## config.mk

```make
export PLATFORM = sky130hd
export DESIGN_NAME = uart_rx
export DESIGN_NICKNAME = d
export VERILOG_FILES = /design/src/rtl/uart_rx.sv
export SDC_FILE = /design/constraint.sdc
export NUM_CORES = 1
export LEC_CHECK = 0
export ABC_CLOCK_PERIOD_IN_PS = 3590
export CAP_MARGIN = 25
export CORE_MARGIN = 3
export CORE_UTILIZATION = 40
export CTS_CLUSTER_DIAMETER = 60
export DETAILED_ROUTE_END_ITERATION = 10
export PLACE_DENSITY = 0.67
export RECOVER_POWER = 25
export REMOVE_ABC_BUFFERS = 1
export SYNTH_ARGS = -nofsm -noshare
export SYNTH_HDL_FRONTEND = slang
export SYNTH_SLANG_ARGS = --single-unit
export TNS_END_PERCENT = 1
```

## constraint.sdc

```tcl
create_clock -name clk -period 3.59 [get_ports clk]
set_input_delay 0.8975 -clock clk [delete_from_list [all_inputs] [get_ports clk]]
set_output_delay 0.8975 -clock clk [all_outputs]
set_load 0.03 [all_outputs]
```

## src/rtl/uart_rx.sv

```systemverilog
`default_nettype none
// ============================================================================
// Module   : uart_rx
// Purpose  : Serial UART receiver. Uses a 16x oversampling enable tick to
//            recover DBIT-bit frames, sent LSB first, from the asynchronous
//            rx line. Optional odd or even parity is checked, and the stop
//            bit is checked for a framing error. Each received word is held
//            in a one-entry buffer with a valid/ack handshake. Overrun is
//            reported when a new word replaces an unread one.
// Ports    : clk          - clock
//            reset        - asynchronous, active-high reset
//            s_tick       - 1-clk enable pulse at 16x baud
//            rx           - serial input, asynchronous, idle high
//            rd_ack       - consumer has taken dout; clears dout_valid
//            dout         - last received word
//            dout_valid   - dout holds an unread word
//            frame_err    - stop bit of the word in dout was sampled low
//            parity_err   - parity mismatch on the word in dout
//            overrun      - a word completed while the previous one was unread
//            rx_done_tick - 1-clk pulse at frame completion
// Revision : 1.0 - initial release
// ============================================================================
module uart_rx #(
  parameter int DBIT    = 8,   // data bits per frame, 5..8
  parameter int SB_TICK = 16,  // s_ticks in the stop bit (16/24/32)
  parameter int PARITY  = 0    // 0 = none, 1 = odd, 2 = even
) (
  input  logic            clk,
  input  logic            reset,
  input  logic            s_tick,
  input  logic            rx,
  input  logic            rd_ack,
  output logic [DBIT-1:0] dout,
  output logic            dout_valid,
  output logic            frame_err,
  output logic            parity_err,
  output logic            overrun,
  output logic            rx_done_tick
);

  localparam int SW = $clog2(SB_TICK) + 1;
  localparam int NW = $clog2(DBIT);

  localparam logic [SW-1:0] c_s_mid  = SW'(7);
  localparam logic [SW-1:0] c_s_bit  = SW'(15);
  localparam logic [SW-1:0] c_s_stop = SW'(SB_TICK - 1);
  localparam logic [NW-1:0] c_n_last = NW'(DBIT - 1);

  typedef enum logic [2:0] {
    ST_IDLE  = 3'd0,
    ST_START = 3'd1,
    ST_DATA  = 3'd2,
    ST_PAR   = 3'd3,
    ST_STOP  = 3'd4
  } state_t;

  state_t          r_state;
  logic [SW-1:0]   r_s;
  logic [NW-1:0]   r_n;
  logic [DBIT-1:0] r_b;
  logic            r_ferr;
  logic            r_perr;
  logic            r_rx_meta;
  logic            r_rx_sync;

  // Two-flop synchronizer. It resets to the idle level so that reset does not
  // look like a start bit. It runs every clk, whatever s_tick is doing.
  always_ff @(posedge clk or posedge reset) begin
    if (reset) begin
      r_rx_meta <= 1'b1;
      r_rx_sync <= 1'b1;
    end else begin
      r_rx_meta <= rx;
      r_rx_sync <= r_rx_meta;
    end
  end

  // Receive FSM. It advances only on s_tick cycles.
  always_ff @(posedge clk or posedge reset) begin
    if (reset) begin
      r_state      <= ST_IDLE;
      r_s          <= '0;
      r_n          <= '0;
      r_b          <= '0;
      r_ferr       <= 1'b0;
      r_perr       <= 1'b0;
      rx_done_tick <= 1'b0;
    end else begin
      rx_done_tick <= 1'b0;
      if (s_tick) begin
        case (r_state)
          ST_IDLE: begin
            if (!r_rx_sync) begin
              r_state <= ST_START;
              r_s     <= '0;
            end
          end
          ST_START: begin
            // Check the middle of the start bit. A line that is high again
            // at this point was a glitch, and nothing is reported.
            if (r_s == c_s_mid) begin
              r_s <= '0;
              if (!r_rx_sync) begin
                r_state <= ST_DATA;
                r_n     <= '0;
              end else begin
                r_state <= ST_IDLE;
              end
            end else begin
              r_s <= r_s + 1'b1;
            end
          end
          ST_DATA: begin
            // Counting from mid-start, every 16 ticks lands on a bit centre.
            if (r_s == c_s_bit) begin
              r_s <= '0;
              r_b <= {r_rx_sync, r_b[DBIT-1:1]};
              if (r_n == c_n_last) begin
                r_state <= (PARITY != 0) ? ST_PAR : ST_STOP;
              end else begin
                r_n <= r_n + 1'b1;
              end
            end else begin
              r_s <= r_s + 1'b1;
            end
          end
          ST_PAR: begin
            // Odd parity needs the XOR of data and parity to be 1. Even
            // parity needs it to be 0.
            if (r_s == c_s_bit) begin
              r_s     <= '0;
              r_perr  <= (^r_b) ^ r_rx_sync ^ (PARITY == 1);
              r_state <= ST_STOP;
            end else begin
              r_s <= r_s + 1'b1;
            end
          end
          ST_STOP: begin
            // The FSM does not wait for the line to return high. Under a
            // break, it re-enters START straight away.
            if (r_s == c_s_stop) begin
              r_s          <= '0;
              r_ferr       <= ~r_rx_sync;
              rx_done_tick <= 1'b1;
              r_state      <= ST_IDLE;
            end else begin
              r_s <= r_s + 1'b1;
            end
          end
          default: begin
            r_state <= ST_IDLE;
            r_s     <= '0;
          end
        endcase
      end
    end
  end

  // One-entry output buffer. It is loaded in the cycle after rx_done_tick.
  // A new word always replaces the old one. An ack in the completion cycle
  // consumes the old word, so that case is not an overrun.
  always_ff @(posedge clk or posedge reset) begin
    if (reset) begin
      dout       <= '0;
      dout_valid <= 1'b0;
      frame_err  <= 1'b0;
      parity_err <= 1'b0;
      overrun    <= 1'b0;
    end else if (rx_done_tick) begin
      dout       <= r_b;
      frame_err  <= r_ferr;
      parity_err <= r_perr;
      dout_valid <= 1'b1;
      overrun    <= dout_valid & ~rd_ack;
    end else if (rd_ack && dout_valid) begin
      dout_valid <= 1'b0;
      overrun    <= 1'b0;
    end
  end

endmodule
`default_nettype wire
```

-- Word-level counts from Yosys, hierarchy flattened
Index checks and enable logic that the tools add are counted.
- add/subtract/negate cells: 2
- eq/ne operators: 15
- multiplexer cells: 23
- bitwise gates (word level): 4
- reductions and logical operators: 12
- operators with widths (cell ; count):
    $mux 3 ; 10
    $ne 2x2->1 const B ; 8
    $mux 5 ; 3
    $pmux 3 s5 ; 1
    $pmux 5 s3 ; 1
    $reduce_and 3->1 ; 3
    $reduce_xor 8->1 ; 1
    $reduce_and 7->1 ; 1
    $eq 3x2->1 const B ; 2
    $eq 3x3->1 const B ; 2
    $mux 1 ; 6
    $pmux 3 s2 ; 1
    $reduce_and 6->1 ; 1
    $add 5x1->5 const B ; 1
    $eq 5x3->1 const B ; 1
    $eq 5x4->1 const B ; 1
    $reduce_bool 2->1 ; 2
    $add 3x1->3 const B ; 1
    $eq 3x1->1 const B ; 1
    $logic_not 3->1 ; 1
    $reduce_or 3->1 ; 1
    $mux 2 ; 1
    $not 1->1 ; 2
    $reduce_and 2->1 ; 1
    other kinds (3) ; 3
- flip-flop bits (word level): 36
- input bits: 5
- output and inout port bits: 13

-- Logic depth before layout (Yosys ltp)
- depth in word-level cells: 4
- depth in mapped cells: 6
- mapped depth without buffers: 6

-- Worst setup path after synthesis
OpenSTA, ideal clock, no wires.
- kind: input -> register
- start point: input s_tick
- end point: register r_n[0]
- library setup time: 0.128 ns
- data arrival time: 1.932 ns
- required time: 3.462 ns
- setup slack: 1.530 ns
- stages on the path: 4
- cells stage by stage: clkbuf_1 nand2b_1 nor3_4 mux2_1
- longest elaborated chain between the ends: 1
- RTL lines (what ; RTL line ; text):
    start, declared ; 30 ; input logic s_tick,
    $reduce_and 6->1 (no source line) ; - ;
    end signal, assigned ; 121 ; r_n <= r_n + 1'b1;
    end, declared ; 59 ; logic [NW-1:0] r_n;
Every way passes these cells.
A chain may end at the register's enable or synchronous reset.

==> metrics <==
outcome finished with violations; failing checks capacitance limit, slew limit; Iteration-0 DRC Markers 46; Hold Violations, Final 0; wire length on met3 102 µm; Total Negative Setup Slacks 0 ps; Crit-path slowest cell clkbuf_1; max-cap violations 1; Static Leakage 0.956 nW; final wirelength 3030 µm; Cell Area, Synth 0.00178 mm²; top sig layer met4; met2 wire len 1520 µm; # hold bufs at CTS 0; die height 72.7 µm; ranking of synthesized cells by area dfrtp_1 48%, mux2_2 12%, dfstp_2 3.0%; post-route minimum period 2710 ps; worst reg2reg path startpoint r_s[0]; WHS 361 ps; worst r2r dst r_n[0]; Final ANT Viol Nets 0; Placed Area 0.00199 mm²; vias in the first global route 1,200; htree depth 2; max incr delay on CP 1370 ps; period utilization 75.4%; Synth Instances 151; Hold Path Origin r_rx_meta; final number of max-transition violations 37; hpwl dp 2100 µm; total I/O pin count 18; Post-synth top flop dfrtp_1; r2r setup slk 1690 ps; CTS root buf clkbuf_8; Synth top area share 47.8%; Synth area leader dfrtp_1; Async S/R FF share, synth 100%; fillers 400; clock sink count 36; Critical Path AT 2720 ps; M1 WL 1370 µm; CTS tree yes; multi-input logic area 811 µm²; Largest delay share family, worst path buffers and inverters; post-CTS sizing 0; Chip Width 72.7 µm; finished layout cell area 0.00207 mm²; initial antenna violation count 0; critical path class in -> async; Sequential cell area 903 µm²; routability cong. 0.803; Layout area overhead 16.2%; Setup Viol. Count Final 0; largest net degree at the start of global routing 37; Clk Latency, worst-skew pair 280 ps; FF-to-FF path depth 5; kind of end point of the critical path async pin; clk_skew 6.86 ps; layout cells sized above 1 21.1%; worst hold path cell count 0; first-pass GRT wire length 5440 µm; Routed WL per cell 13.7 µm; worst slew pin tran 1920 ps; TritonCTS Buffers 5; core area 0.00414 mm²; drt pass-1 iters 4; critical-path cell list clkdlybuf4s50_1 > inv_1 > clkbuf_1; Max Freq 0.370 GHz; Total Power 1.14 mW; DIE AREA 0.00529 mm²; number of synthesized flops with an enable pin 0; GRT overflow 0; Ys Warns 0; RSZ-0062 raised after global routing false; Initial Util 43.0%; Post-Place Cells 213; crit-path max FO 36; Non-Filler Instances 221; Worst Hold Class reg -> reg; clock slew at reported path FFs 70 ps; # nets final 179; most common cell after layout, fill and taps aside dfrtp_1; setup bufs post-CTS 0; CP Launch Type input pin; post-synthesis sequential area ratio 50.7%; Bufs and invs on worst path 3; Power Dens Cells 551 mW/mm²; slew margin rel. -28.1%; GRT Total Usage 13.3%; peak supply drop 0.327 mV; Mapped Avg Cell Area 11.8 µm²; register bit total from synthesis 36; CTS Buffer Depth 2; Worst EP required 3610 ps; Yosys cell types 42; Port Buffers 17; Worst Hold End r_rx_sync; commonest non-fill, non-tap cells in the layout 34 x dfrtp_1, 19 x mux2_2, 15 x clkdlybuf4s50_1; Cell Rows 23; DRC violations left 0; Antenna Diode Count 0; Vias/cell 5.26; Vias 1,162
layout make-up:
cell class / instances / share of cell area (%)
Sequential cell: 36 / 43.7
Multi-Input combinational cell: 100 / 39.2
Timing Repair Buffer: 18 / 8.40
Clock buffer: 7 / 3.69
Tap cell: 50 / 3.02
Inverter: 9 / 1.63
Clock inverter: 1 / 0.423
worst max path at each step:
stage,start,endpoint,slack (ps),cells after the start
2_1_floorplan,r_s[0],r_s[4],1830,6
3_3_place_gp,s_tick,r_n[0],1110,4
3_5_place_dp,s_tick,r_n[0],1040,4
4_1_cts,rx_done_tick,rx_done_tick,930,1
5_1_grt,reset,r_n[2],450,3
6_report,reset,r_n[2],880,3
per-stage QoR:
step	utilization (%)	setup WS (ps)
2_1_floorplan	-	1830
3_3_place_gp	48.0	1110
3_5_place_dp	48.0	1040
4_1_cts	50.0	933
5_1_grt	49.9	450
6_report	49.9	884
synth_stat cells, types with 3 or more instances:
master / number
a21oi_1: 3
a22o_1: 3
dfrtp_1: 34
ha_1: 4
inv_1: 7
mux2_2: 19
nand2_1: 9
nand2b_1: 6
nand3_1: 6
nor2_1: 6
o21ai_0: 9
xnor2_1: 6
registers in the layout (all words and copies together) (netlist names):
register      cells
r_n               3
r_s               5
r_state           3
r_ferr            1
r_b               8
frame_err         1
rx_done_tick      1
r_rx_meta         1
dout              8
overrun           1
r_rx_sync         1
parity_err        1
r_perr            1
dout_valid        1
logic make-up after synthesis:
group / synth area share (%)
and+or+nand+nor: 12.5
DFF: 50.7
AOI/OAI and AO/OA: 11.7
muxes: 13.8
buffers and inverters: 3.72
xor gates and xnor gates: 4.71
adders and majority gates: 2.81
layer usage:
layer | global-route usage [%] | vias to the layer above
met1 | 15.9 | 575
met4 | 5.53 | 0
met3 | 3.31 | 4
met2 | 22.7 | 18
met5 | 0 | -
li1 | - | 565
worst reg2reg max path, stage by stage, from the launching register on:
cell and delay (ps):
dfrtp_1 400, ha_1 250, and4b_1 410, o22ai_1 180
nor3_4 210, mux2_1 340
power breakdown:
part           total [mW]  switching, mW  leakage [nW]  internal [mW]
Combinational       0.298          0.148         0.436          0.150
Clock               0.275          0.136        0.0424          0.138
Sequential          0.567          0.101         0.479          0.466
Total                1.14          0.386         0.956          0.754
Power figures use the tool's default switching activity.
